--- config.mk ---
export PLATFORM = sky130hd
export DESIGN_NAME = pwm2wheel_cmd_flat
export DESIGN_NICKNAME = d
export VERILOG_FILES = /design/src/rtl/pwm2wheel_cmd_if.sv /design/src/rtl/pwm2wheel_cmd.sv /design/src/flat_wrapper.sv
export SDC_FILE = /design/constraint.sdc
export NUM_CORES = 1
export LEC_CHECK = 0
export ABC_AREA = 1
export CAP_MARGIN = 15
export CORE_MARGIN = 3
export CORE_UTILIZATION = 57
export CTS_CLUSTER_SIZE = 16
export DETAILED_ROUTE_END_ITERATION = 6
export PLACE_DENSITY_LB_ADDON = 0.12
export SYNTH_ARGS = -nofsm -noshare
export SYNTH_HDL_FRONTEND = slang
export SYNTH_SLANG_ARGS = --single-unit
--- constraint.sdc ---
create_clock -name clk -period 2.8 [get_ports clk]
set_clock_uncertainty 0.1 [all_clocks]
set_input_delay 0.56 -clock clk [delete_from_list [all_inputs] [get_ports clk]]
set_output_delay 0.56 -clock clk [all_outputs]
set_load 0.005 [all_outputs]
--- src/rtl/pwm2wheel_cmd_if.sv ---
// Signal bundle for the PWM-to-wheel-command decoder.
// The master side drives the PWM input and controls; the slave side is the decoder.
interface pwm2wheel_cmd_if;
  logic        enable;
  logic        one_MHz_enable;
  logic [3:0]  speed;
  logic        pwm_in;
  logic [3:0]  wheel_cmd;
  logic        cmd_valid;
  logic [11:0] pulse_width_us;
  logic        pulse_err;
  logic        signal_lost;

  modport master (
    output enable, one_MHz_enable, speed, pwm_in,
    input  wheel_cmd, cmd_valid, pulse_width_us, pulse_err, signal_lost
  );

  modport slave (
    input  enable, one_MHz_enable, speed, pwm_in,
    output wheel_cmd, cmd_valid, pulse_width_us, pulse_err, signal_lost
  );
endinterface

--- src/rtl/pwm2wheel_cmd.sv ---
// Decodes a servo-style PWM pulse back into a signed 4-bit wheel command (sequential divider).
// Optional feature macro: PWM_DEADBAND_EN (center deadband of DEADBAND_US forces a zero command).
module pwm2wheel_cmd #(
  parameter int unsigned CENTER_US   = 1500,
  parameter int unsigned STEP_US     = 10,
  parameter int unsigned MIN_US      = 1000,
  parameter int unsigned MAX_US      = 2000,
  parameter int unsigned TIMEOUT_US  = 25000,
  parameter int unsigned DEADBAND_US = 30
) (
  input  logic            clk,
  input  logic            reset_n,
  pwm2wheel_cmd_if.slave  bus
);

  typedef enum logic [2:0] {
    ST_IDLE   = 3'd0,
    ST_HIGH   = 3'd1,
    ST_CHECK  = 3'd2,
    ST_DIVIDE = 3'd3,
    ST_DONE   = 3'd4
  } state_t;

  localparam logic [11:0] MIN_W    = 12'(MIN_US);
  localparam logic [11:0] MAX_W    = 12'(MAX_US);
  localparam logic [12:0] CENTER_W = 13'(CENTER_US);
  localparam logic [14:0] TO_W     = 15'(TIMEOUT_US);
  localparam logic [12:0] DB_W     = 13'(DEADBAND_US);

  state_t      state_q;
  logic        pwm_meta_q;
  logic        pwm_sync_q;
  logic        pwm_prev_q;
  logic [11:0] width_q;
  logic [14:0] to_cnt_q;
  logic [14:0] to_cnt_d;
  logic [12:0] mag_q;
  logic        neg_q;
  logic [11:0] div_q;
  logic [3:0]  quo_q;
  logic [3:0]  wheel_cmd_q;
  logic        cmd_valid_q;
  logic [11:0] pulse_width_q;
  logic        pulse_err_q;
  logic        signal_lost_q;

  logic        rise_s;
  logic        timeout_s;
  logic [11:0] width_inc_s;
  logic [12:0] delta_s;
  logic        delta_neg_s;
  logic [12:0] mag_s;
  logic        legal_s;
  logic [11:0] divisor_s;
  logic [3:0]  q_lim_s;
  logic        div_stop_s;

`ifndef PWM_DEADBAND_EN
  logic unused_db_s;
  assign unused_db_s = ^DB_W;
`endif

  // Edge detection, timeout counting and division arithmetic
  always_comb begin
    rise_s      = pwm_sync_q & ~pwm_prev_q;
    width_inc_s = (width_q == 12'hFFF) ? width_q : (width_q + 12'd1);
    delta_s     = {1'b0, width_q} - CENTER_W;
    delta_neg_s = delta_s[12];
    mag_s       = delta_neg_s ? (13'd0 - delta_s) : delta_s;
    legal_s     = (width_q >= MIN_W) && (width_q <= MAX_W);
    divisor_s   = 12'(bus.speed) * 12'(STEP_US);
    q_lim_s     = neg_q ? 4'd8 : 4'd7;
    div_stop_s  = (div_q == 12'd0) || (quo_q == q_lim_s) || (mag_q < {1'b0, div_q});
    timeout_s   = ~rise_s & bus.one_MHz_enable & (to_cnt_q == (TO_W - 15'd1));
    if (rise_s) begin
      to_cnt_d = 15'd0;
    end else if (bus.one_MHz_enable && (to_cnt_q != TO_W)) begin
      to_cnt_d = to_cnt_q + 15'd1;
    end else begin
      to_cnt_d = to_cnt_q;
    end
  end

  // Synchronizer, measurement FSM, divider and registered outputs
  always_ff @(posedge clk or negedge reset_n) begin
    if (!reset_n) begin
      state_q       <= ST_IDLE;
      pwm_meta_q    <= 1'b0;
      pwm_sync_q    <= 1'b0;
      pwm_prev_q    <= 1'b0;
      width_q       <= 12'd0;
      to_cnt_q      <= 15'd0;
      mag_q         <= 13'd0;
      neg_q         <= 1'b0;
      div_q         <= 12'd0;
      quo_q         <= 4'd0;
      wheel_cmd_q   <= 4'd0;
      cmd_valid_q   <= 1'b0;
      pulse_width_q <= 12'd0;
      pulse_err_q   <= 1'b0;
      signal_lost_q <= 1'b0;
    end else begin
      pwm_meta_q  <= bus.pwm_in;
      pwm_sync_q  <= pwm_meta_q;
      pwm_prev_q  <= pwm_sync_q;
      cmd_valid_q <= 1'b0;
      if (!bus.enable) begin
        state_q  <= ST_IDLE;
        width_q  <= 12'd0;
        to_cnt_q <= 15'd0;
      end else begin
        to_cnt_q <= to_cnt_d;
        if (rise_s) begin
          signal_lost_q <= 1'b0;
        end
        // Timeout overrides whatever the FSM was doing, including a pulse stuck high
        if (timeout_s) begin
          signal_lost_q <= 1'b1;
          wheel_cmd_q   <= 4'd0;
          cmd_valid_q   <= 1'b1;
          state_q       <= ST_IDLE;
        end else begin
          case (state_q)
            ST_IDLE: begin
              if (rise_s) begin
                width_q <= bus.one_MHz_enable ? 12'd1 : 12'd0;
                state_q <= ST_HIGH;
              end
            end
            ST_HIGH: begin
              if (!pwm_sync_q) begin
                state_q <= ST_CHECK;
              end else if (bus.one_MHz_enable) begin
                width_q <= width_inc_s;
              end
            end
            ST_CHECK: begin
              if (!legal_s) begin
                pulse_err_q <= 1'b1;
                state_q     <= ST_IDLE;
              end else begin
                pulse_err_q   <= 1'b0;
                pulse_width_q <= width_q;
                mag_q         <= mag_s;
                neg_q         <= delta_neg_s;
                div_q         <= divisor_s;
                quo_q         <= 4'd0;
`ifdef PWM_DEADBAND_EN
                state_q       <= (mag_s < DB_W) ? ST_DONE : ST_DIVIDE;
`else
                state_q       <= ST_DIVIDE;
`endif
              end
            end
            ST_DIVIDE: begin
              if (div_stop_s) begin
                state_q <= ST_DONE;
              end else begin
                mag_q <= mag_q - {1'b0, div_q};
                quo_q <= quo_q + 4'd1;
              end
            end
            ST_DONE: begin
              wheel_cmd_q <= neg_q ? (4'd0 - quo_q) : quo_q;
              cmd_valid_q <= 1'b1;
              state_q     <= ST_IDLE;
            end
            default: begin
              state_q <= ST_IDLE;
            end
          endcase
        end
      end
    end
  end

  assign bus.wheel_cmd      = wheel_cmd_q;
  assign bus.cmd_valid      = cmd_valid_q;
  assign bus.pulse_width_us = pulse_width_q;
  assign bus.pulse_err      = pulse_err_q;
  assign bus.signal_lost    = signal_lost_q;

endmodule

--- src/flat_wrapper.sv ---
// flat-port wrapper written by rule: the top's interface ports become plain ports
module pwm2wheel_cmd_flat 
#(
  parameter int unsigned CENTER_US   = 1500,
  parameter int unsigned STEP_US     = 10,
  parameter int unsigned MIN_US      = 1000,
  parameter int unsigned MAX_US      = 2000,
  parameter int unsigned TIMEOUT_US  = 25000,
  parameter int unsigned DEADBAND_US = 30
)
  (clk, reset_n, bus_enable, bus_one_MHz_enable, bus_speed, bus_pwm_in, bus_wheel_cmd, bus_cmd_valid, bus_pulse_width_us, bus_pulse_err, bus_signal_lost);
  pwm2wheel_cmd_if bus_i ();
  input  logic clk;
  input  logic reset_n;
  input wire logic [$bits(bus_i.enable)-1:0] bus_enable;
  input wire logic [$bits(bus_i.one_MHz_enable)-1:0] bus_one_MHz_enable;
  input wire logic [$bits(bus_i.speed)-1:0] bus_speed;
  input wire logic [$bits(bus_i.pwm_in)-1:0] bus_pwm_in;
  output wire logic [$bits(bus_i.wheel_cmd)-1:0] bus_wheel_cmd;
  output wire logic [$bits(bus_i.cmd_valid)-1:0] bus_cmd_valid;
  output wire logic [$bits(bus_i.pulse_width_us)-1:0] bus_pulse_width_us;
  output wire logic [$bits(bus_i.pulse_err)-1:0] bus_pulse_err;
  output wire logic [$bits(bus_i.signal_lost)-1:0] bus_signal_lost;
  assign bus_i.enable = bus_enable;
  assign bus_i.one_MHz_enable = bus_one_MHz_enable;
  assign bus_i.speed = bus_speed;
  assign bus_i.pwm_in = bus_pwm_in;
  assign bus_wheel_cmd = bus_i.wheel_cmd;
  assign bus_cmd_valid = bus_i.cmd_valid;
  assign bus_pulse_width_us = bus_i.pulse_width_us;
  assign bus_pulse_err = bus_i.pulse_err;
  assign bus_signal_lost = bus_i.signal_lost;
  pwm2wheel_cmd #(.CENTER_US(CENTER_US), .STEP_US(STEP_US), .MIN_US(MIN_US), .MAX_US(MAX_US), .TIMEOUT_US(TIMEOUT_US), .DEADBAND_US(DEADBAND_US)) u_core (.clk(clk), .reset_n(reset_n), .bus(bus_i));
endmodule
# Yosys cells after proc, flatten, opt, wreduce, memory -nomap -nowiden
# Index checks and enable logic that the tools add are counted.
# totals
ff_bits	77
in_bits	9
output_inout_bits	19
elab_cells	103
# op_classes
n_addsub	7
n_mul	1
magnitude_cmp	3
eq_ne	20
muxes	35
bitwise_logic	6
reduce_logical	16
# ops
op	count
two-way mux 12 bit	6
two-way mux 15 bit	3
two-way mux 13 bit	3
case mux 13 bit (2 select lines)	1
two-way mux 4 bit	6
case mux 12 bit (2 select lines)	1
adder 15 x 1 -> 15 bit, second input constant	1
== test 15 bit, second input constant	1
two-way mux 3 bit	5
!= test 15 bit, second input constant	1
less-than comparator 13 x 8 -> 1 bit	1
subtractor 1 x 13 -> 13 bit, first input constant	1
subtractor 12 x 11 -> 13 bit, second input constant	1
subtractor 13 x 8 -> 13 bit	1
adder 12 x 1 -> 12 bit, second input constant	1
== test 12 bit, second input constant	1
greater-or-equal comparator 12 x 10 -> 1 bit, second input constant	1
less-or-equal comparator 12 x 11 -> 1 bit, second input constant	1
zero test 12 bit	1
case mux 3 bit (4 select lines)	1
!= test 4 x 2 -> 1 bit, second input constant	2
case mux 4 bit (2 select lines)	1
multiplier 4 x 3 -> 7 bit, second input constant	1
two-way mux 1 bit	7
24 further kinds	39

# Depth between registers and ports, before layout
# logic_depth
word_depth	8
depth_mapped	15

# Worst setup path after synthesis
# OpenSTA, ideal clock, no wires.
# synth_timing
kind	flip-flop to flip-flop
startpoint	register u_core.div_q[1]
endpoint	register u_core.mag_q[2]
arrival_ps	1941
slack_ps	630
stages_incl_launch_ff	14
path_buffers	1
synth_period_minus_slack_ps	2170
path_cell_list	dfrtp_1 -> ha_1 -> fa_1 -> inv_1 -> nand3_1 -> nand2_1 -> nand3_1 -> nand3_1 -> nand2_1 -> nand2_1 -> nand3_2 -> buf_4 -> nand2_1 -> o21ai_0
# synth_between
elab_chain_cells	5
elab_cells_between_ends	9
cone_classes	add/sub (1); order compare (1); eq/ne (1); mux (2); reduce/logical (4)
# synth_rtl
element	line	rtl
from (decl)	pwm2wheel_cmd.sv:39	logic [11:0] div_q;
from (signal assigned)	pwm2wheel_cmd.sv:146	div_q <= divisor_s;
branches (longest 5 deep; another with less-than comparator 13 x 8 -> 1 bit)	-	
to (signal assigned)	pwm2wheel_cmd.sv:144	mag_q <= mag_s;
to (signal assigned)	pwm2wheel_cmd.sv:159	mag_q <= mag_q - {1'b0, div_q};
to (decl)	pwm2wheel_cmd.sv:37	logic [12:0] mag_q;
# Several ways; the timed one is not identified. The select of a mux whose other input is x is not followed.
# A chain may end at the register's enable or synchronous reset.

# Worst setup path in the final report
# layout_timing
startpoint	register u_core.div_q[1]
endpoint	register u_core.mag_q[1]
# Same word-level chain as after synthesis.

==> PnR_summary.wiki <==
{| class="wikitable"
! Metric !! Value
|-
| Pin slew with the least headroom to its limit || 558 ps
|-
| Initial antenna violation count || 0
|-
| Area of all placed cells without fillers || 5460 µm²
|-
| Area share of the largest cell type after synthesis || 39.0%
|-
| DIE WIDTH || 98.5 µm
|-
| Count of cells along the worst register-to-register path || 13
|-
| Setup slack, reg-to-reg || 290 ps
|-
| Total placed instance area || 5250 µm²
|-
| Post-detailed-route DRC marker count || 0
|-
| Placement row count || 33
|-
| Number of nets in the final layout || 719
|-
| Cell with the most instances after synthesis || sky130_fd_sc_hd__nand2_1
|-
| Total detailed-routing wirelength || 11.2 mm
|-
| Via count of the first global-routing pass || 4259
|-
| Clk root buf || sky130_fd_sc_hd__clkbuf_8
|-
| Average vias per placed instance || 5.52
|-
| Top cells by area, synth || sky130_fd_sc_hd__dfrtp_1, sky130_fd_sc_hd__nand2_1, sky130_fd_sc_hd__nand3_1
|-
| GP Congestion || 0.875
|-
| Clock tree from TritonCTS || built
|-
| Fraction of final layout cells sized beyond drive strength 1 || 7.78%
|-
| Maximum vdd drop || 0.406 mV
|-
| Number of buffers added on ports || 27
|-
| Tmin final || 2510 ps
|-
| Number of nets in the synthesized netlist || 690
|-
| # clock sinks || 76
|-
| H-tree lvl count || 3
|-
| Syn-to-layout area delta || 12.0%
|-
| Final Hold Violating Endpoints || 0
|-
| Number of enable flip-flop cells after synthesis || 0
|-
| Number of iterations in the first detailed-routing pass || 4
|-
| Number of pins with negative max-slew slack in the final report || 0
|-
| Clock latency at the later pin of the worst-skew pair || 360 ps
|-
| Full die area || 9690 µm²
|-
| R2r startpoint || u_core.div_q[1]
|-
| Internal power of the cells || 2160 µW
|-
| Aggregate global-route resource usage || 24.5%
|-
| Worst EP arrival || 2690 ps
|-
| Vias post-DR || 4414
|-
| Final worst-path cycle share || 89.7%
|-
| Diode count || 0
|-
| I/O pin total || 28
|-
| Upper clock frequency limit || 0.398 GHz
|-
| Startpoint Class || flop
|-
| Total number of yosys warnings || 0
|-
| Number of distinct library cells after synthesis || 38
|-
| Number of synthesized register bits || 76
|-
| End of the worst register-to-register path || u_core.mag_q[1]
|-
| Largest net degree at the start of global routing || 40
|-
| Sequential element share of the synthesized area || 39.0%
|-
| Element type at the critical path end || flop
|-
| Most instantiated cells after synthesis || sky130_fd_sc_hd__nand2_1, sky130_fd_sc_hd__dfrtp_1, sky130_fd_sc_hd__inv_1
|-
| Logic gate share of total power || 34.1%
|-
| Async S/R FF share, synth || 100%
|-
| Sum of negative setup slack || 0 ps
|-
| Top cell type by total area after synthesis || sky130_fd_sc_hd__dfrtp_1
|-
| Flip-flop cell with the highest count after synthesis || sky130_fd_sc_hd__dfrtp_1
|-
| Switching power of the nets || 1290 µW
|-
| Min-delay worst type || primary input to async pin
|-
| Core region area || 8260 µm²
|-
| Number of filler cells placed in the layout || 735
|-
| Count of mapped cells out of synthesis || 660
|-
| Initial detailed-routing violation count || 235
|-
| Clock group share of total power || 25.3%
|-
| Summed instance area of the synthesized netlist || 4870 µm²
|-
| Pwr Density || 632 nW/µm²
|-
| Mean instance size in the synthesized netlist || 7.38 µm²
|-
| Final setup violation count || 0
|-
| Headroom to the max-slew limit || 62.7%
|-
| Average routed wire per standard cell || 14.0 µm
|-
| Critical path class || flop to flop
|-
| Number of buffers inserted during clock tree synthesis || 9
|-
| LEAKAGE || 0.00250 µW
|-
| Count of hold buffers inserted by post-cts repair || 0
|-
| Fraction of power spent switching nets || 37.4%
|-
| GRT overflow || 0
|-
| Status || finished, final reports clean
|-
| Critical Path Fanout Max || 17
|-
| RSZ-0062 raised after global routing || false
|-
| Max-cap violations || 0
|-
| Wire length of the first global-routing pass || 19.7 mm
|-
| Die extent in y || 98.5 µm
|-
| Clock transition at the registers of the reported paths || 90 ps
|-
| Sequential power share || 40.6%
|-
| HPWL reported at the end of detailed placement || 8.40 mm
|-
| Data required time of the critical path || 2980 ps
|-
| Effective utilization at floorplan || 59.0%
|-
| Number of nets with antenna violations after detailed routing || 0
|-
| Buffers from clock root to sink, at most || 2
|}
how the worst max path moves through the flow:
stage | from | end | slack, ps | depth (start not counted)
finish | u_core.div_q[1] | u_core.mag_q[1] | 290 | 13
global route | u_core.width_q[2] | u_core.width_q[0] | 40 | 10
CTS | u_core.div_q[1] | u_core.mag_q[1] | 120 | 13
detailed placement | u_core.div_q[1] | u_core.mag_q[1] | 160 | 13
global placement | bus_one_MHz_enable | u_core.quo_q[2] | 250 | 10
floorplan | u_core.div_q[1] | u_core.mag_q[2] | 630 | 13
layout make-up:
| type | instances | area (µm²) | share of cell area (%) |
|---|---|---|---|
| Clock inverter | 5 | 60.1 | 1.10 |
| Tap cell | 105 | 131 | 2.41 |
| Clock buffer | 11 | 141 | 2.59 |
| Timing Repair Buffer | 35 | 353 | 6.46 |
| Multi-Input combinational cell | 486 | 2560 | 46.9 |
| Sequential cell | 76 | 1900 | 34.8 |
| Inverter | 81 | 309 | 5.66 |
cell usage in the layout (no fill, tap or decap), types with 2 or more instances in the layout:
cell type,instances
sky130_fd_sc_hd__clkdlybuf4s50_1,26
sky130_fd_sc_hd__o21a_1,2
sky130_fd_sc_hd__inv_2,6
sky130_fd_sc_hd__nor3_1,27
sky130_fd_sc_hd__nand2_2,2
sky130_fd_sc_hd__dfrtp_1,76
sky130_fd_sc_hd__ha_1,19
sky130_fd_sc_hd__xnor2_1,3
sky130_fd_sc_hd__clkbuf_8,10
sky130_fd_sc_hd__nand3b_1,3
sky130_fd_sc_hd__o22ai_1,2
sky130_fd_sc_hd__inv_6,2
sky130_fd_sc_hd__nor2_1,54
sky130_fd_sc_hd__nor2_2,2
sky130_fd_sc_hd__inv_1,74
sky130_fd_sc_hd__a21oi_1,27
sky130_fd_sc_hd__o21ai_0,58
sky130_fd_sc_hd__nand3_1,65
sky130_fd_sc_hd__nand2_1,163
sky130_fd_sc_hd__xor2_1,20
sky130_fd_sc_hd__buf_4,7
sky130_fd_sc_hd__nor4_1,3
sky130_fd_sc_hd__fa_1,2
sky130_fd_sc_hd__buf_12,2
sky130_fd_sc_hd__nand4_1,9
sky130_fd_sc_hd__o21ai_2,13
registers in the layout, summed over array words and instances, names as in the netlist:
name	count
u_core.bus.wheel_cmd	4
u_core.to_cnt_q	15
u_core.state_q	3
u_core.neg_q	1
u_core.width_q	12
u_core.bus.signal_lost	1
u_core.div_q	7
u_core.pwm_meta_q	1
u_core.pwm_prev_q	1
u_core.pwm_sync_q	1
u_core.mag_q	12
u_core.quo_q	4
u_core.bus.pulse_width_us	12
u_core.bus.pulse_err	1
u_core.bus.cmd_valid	1
routing by layer:
metal / vias to the layer above / track usage (%) / share of wire [%]
li1: 2222 / - / -
met1: 2079 / 34.1 / 46
met2: 95 / 39.9 / 48
met3: 18 / 3.33 / 3.8
met4: 0 / 8.19 / 1.6
met5: - / 0 / 0
critical path: stages (launching register included):
cell	delay [ps]
sky130_fd_sc_hd__dfrtp_1	400
sky130_fd_sc_hd__ha_1	220
sky130_fd_sc_hd__fa_1	400
sky130_fd_sc_hd__inv_1	110
sky130_fd_sc_hd__nand3_1	70
sky130_fd_sc_hd__nand2_1	120
sky130_fd_sc_hd__nand3_1	120
sky130_fd_sc_hd__nand3_1	110
sky130_fd_sc_hd__nand2_1	70
sky130_fd_sc_hd__nand2_1	110
sky130_fd_sc_hd__nand3_4	200
sky130_fd_sc_hd__inv_6	200
sky130_fd_sc_hd__nand3_1	90
sky130_fd_sc_hd__o21ai_0	100
metrics by stage:
stage / cells / total power [µW] / utilization, % / setup WS, ps / hold WS, ps
after global placement: 783 / 2540 / 63.5 / 251 / 242
after detailed placement: 783 / 2580 / 63.5 / 162 / 250
after CTS: 799 / 3450 / 66.0 / 122 / 68.8
after floorplan: 660 / 2230 / - / 630 / 164
final: 799 / 3450 / 66.1 / 289 / 57.1
after global routing: 799 / 3700 / 66.1 / 41.0 / 89.1
kinds of logic (layout without fill, tap and decap cells):
family | count (synthesis) | after routing | share of synthesized area, %
AOI/OAI and AO/OA | 108 | 108 | 12.7
xor gates and xnor gates | 23 | 23 | 4.13
adders and majority gates | 21 | 21 | 5.70
buffers and inverters | 98 | 132 | 8.55
DFF | 76 | 76 | 39.0
and+or+nand+nor | 334 | 334 | 29.9
power by group through the flow:
stage,logic [µW],clock network [µW],registers [µW]
detailed placement,1160,0,1420
CTS,1170,887,1400
global placement,1130,0,1410
global route,1350,928,1430
finish,1170,872,1400
floorplan,841,0,1390
repair_timing:
| item | in CTS | in global routing |
|---|---|---|
| gates resized for setup | 0 | 2 |
| endpoints found under the setup margin | 0 | 9 |
| buffers inserted | 0 | 0 |
No activity file was read; power rests on OpenSTA's default activity.
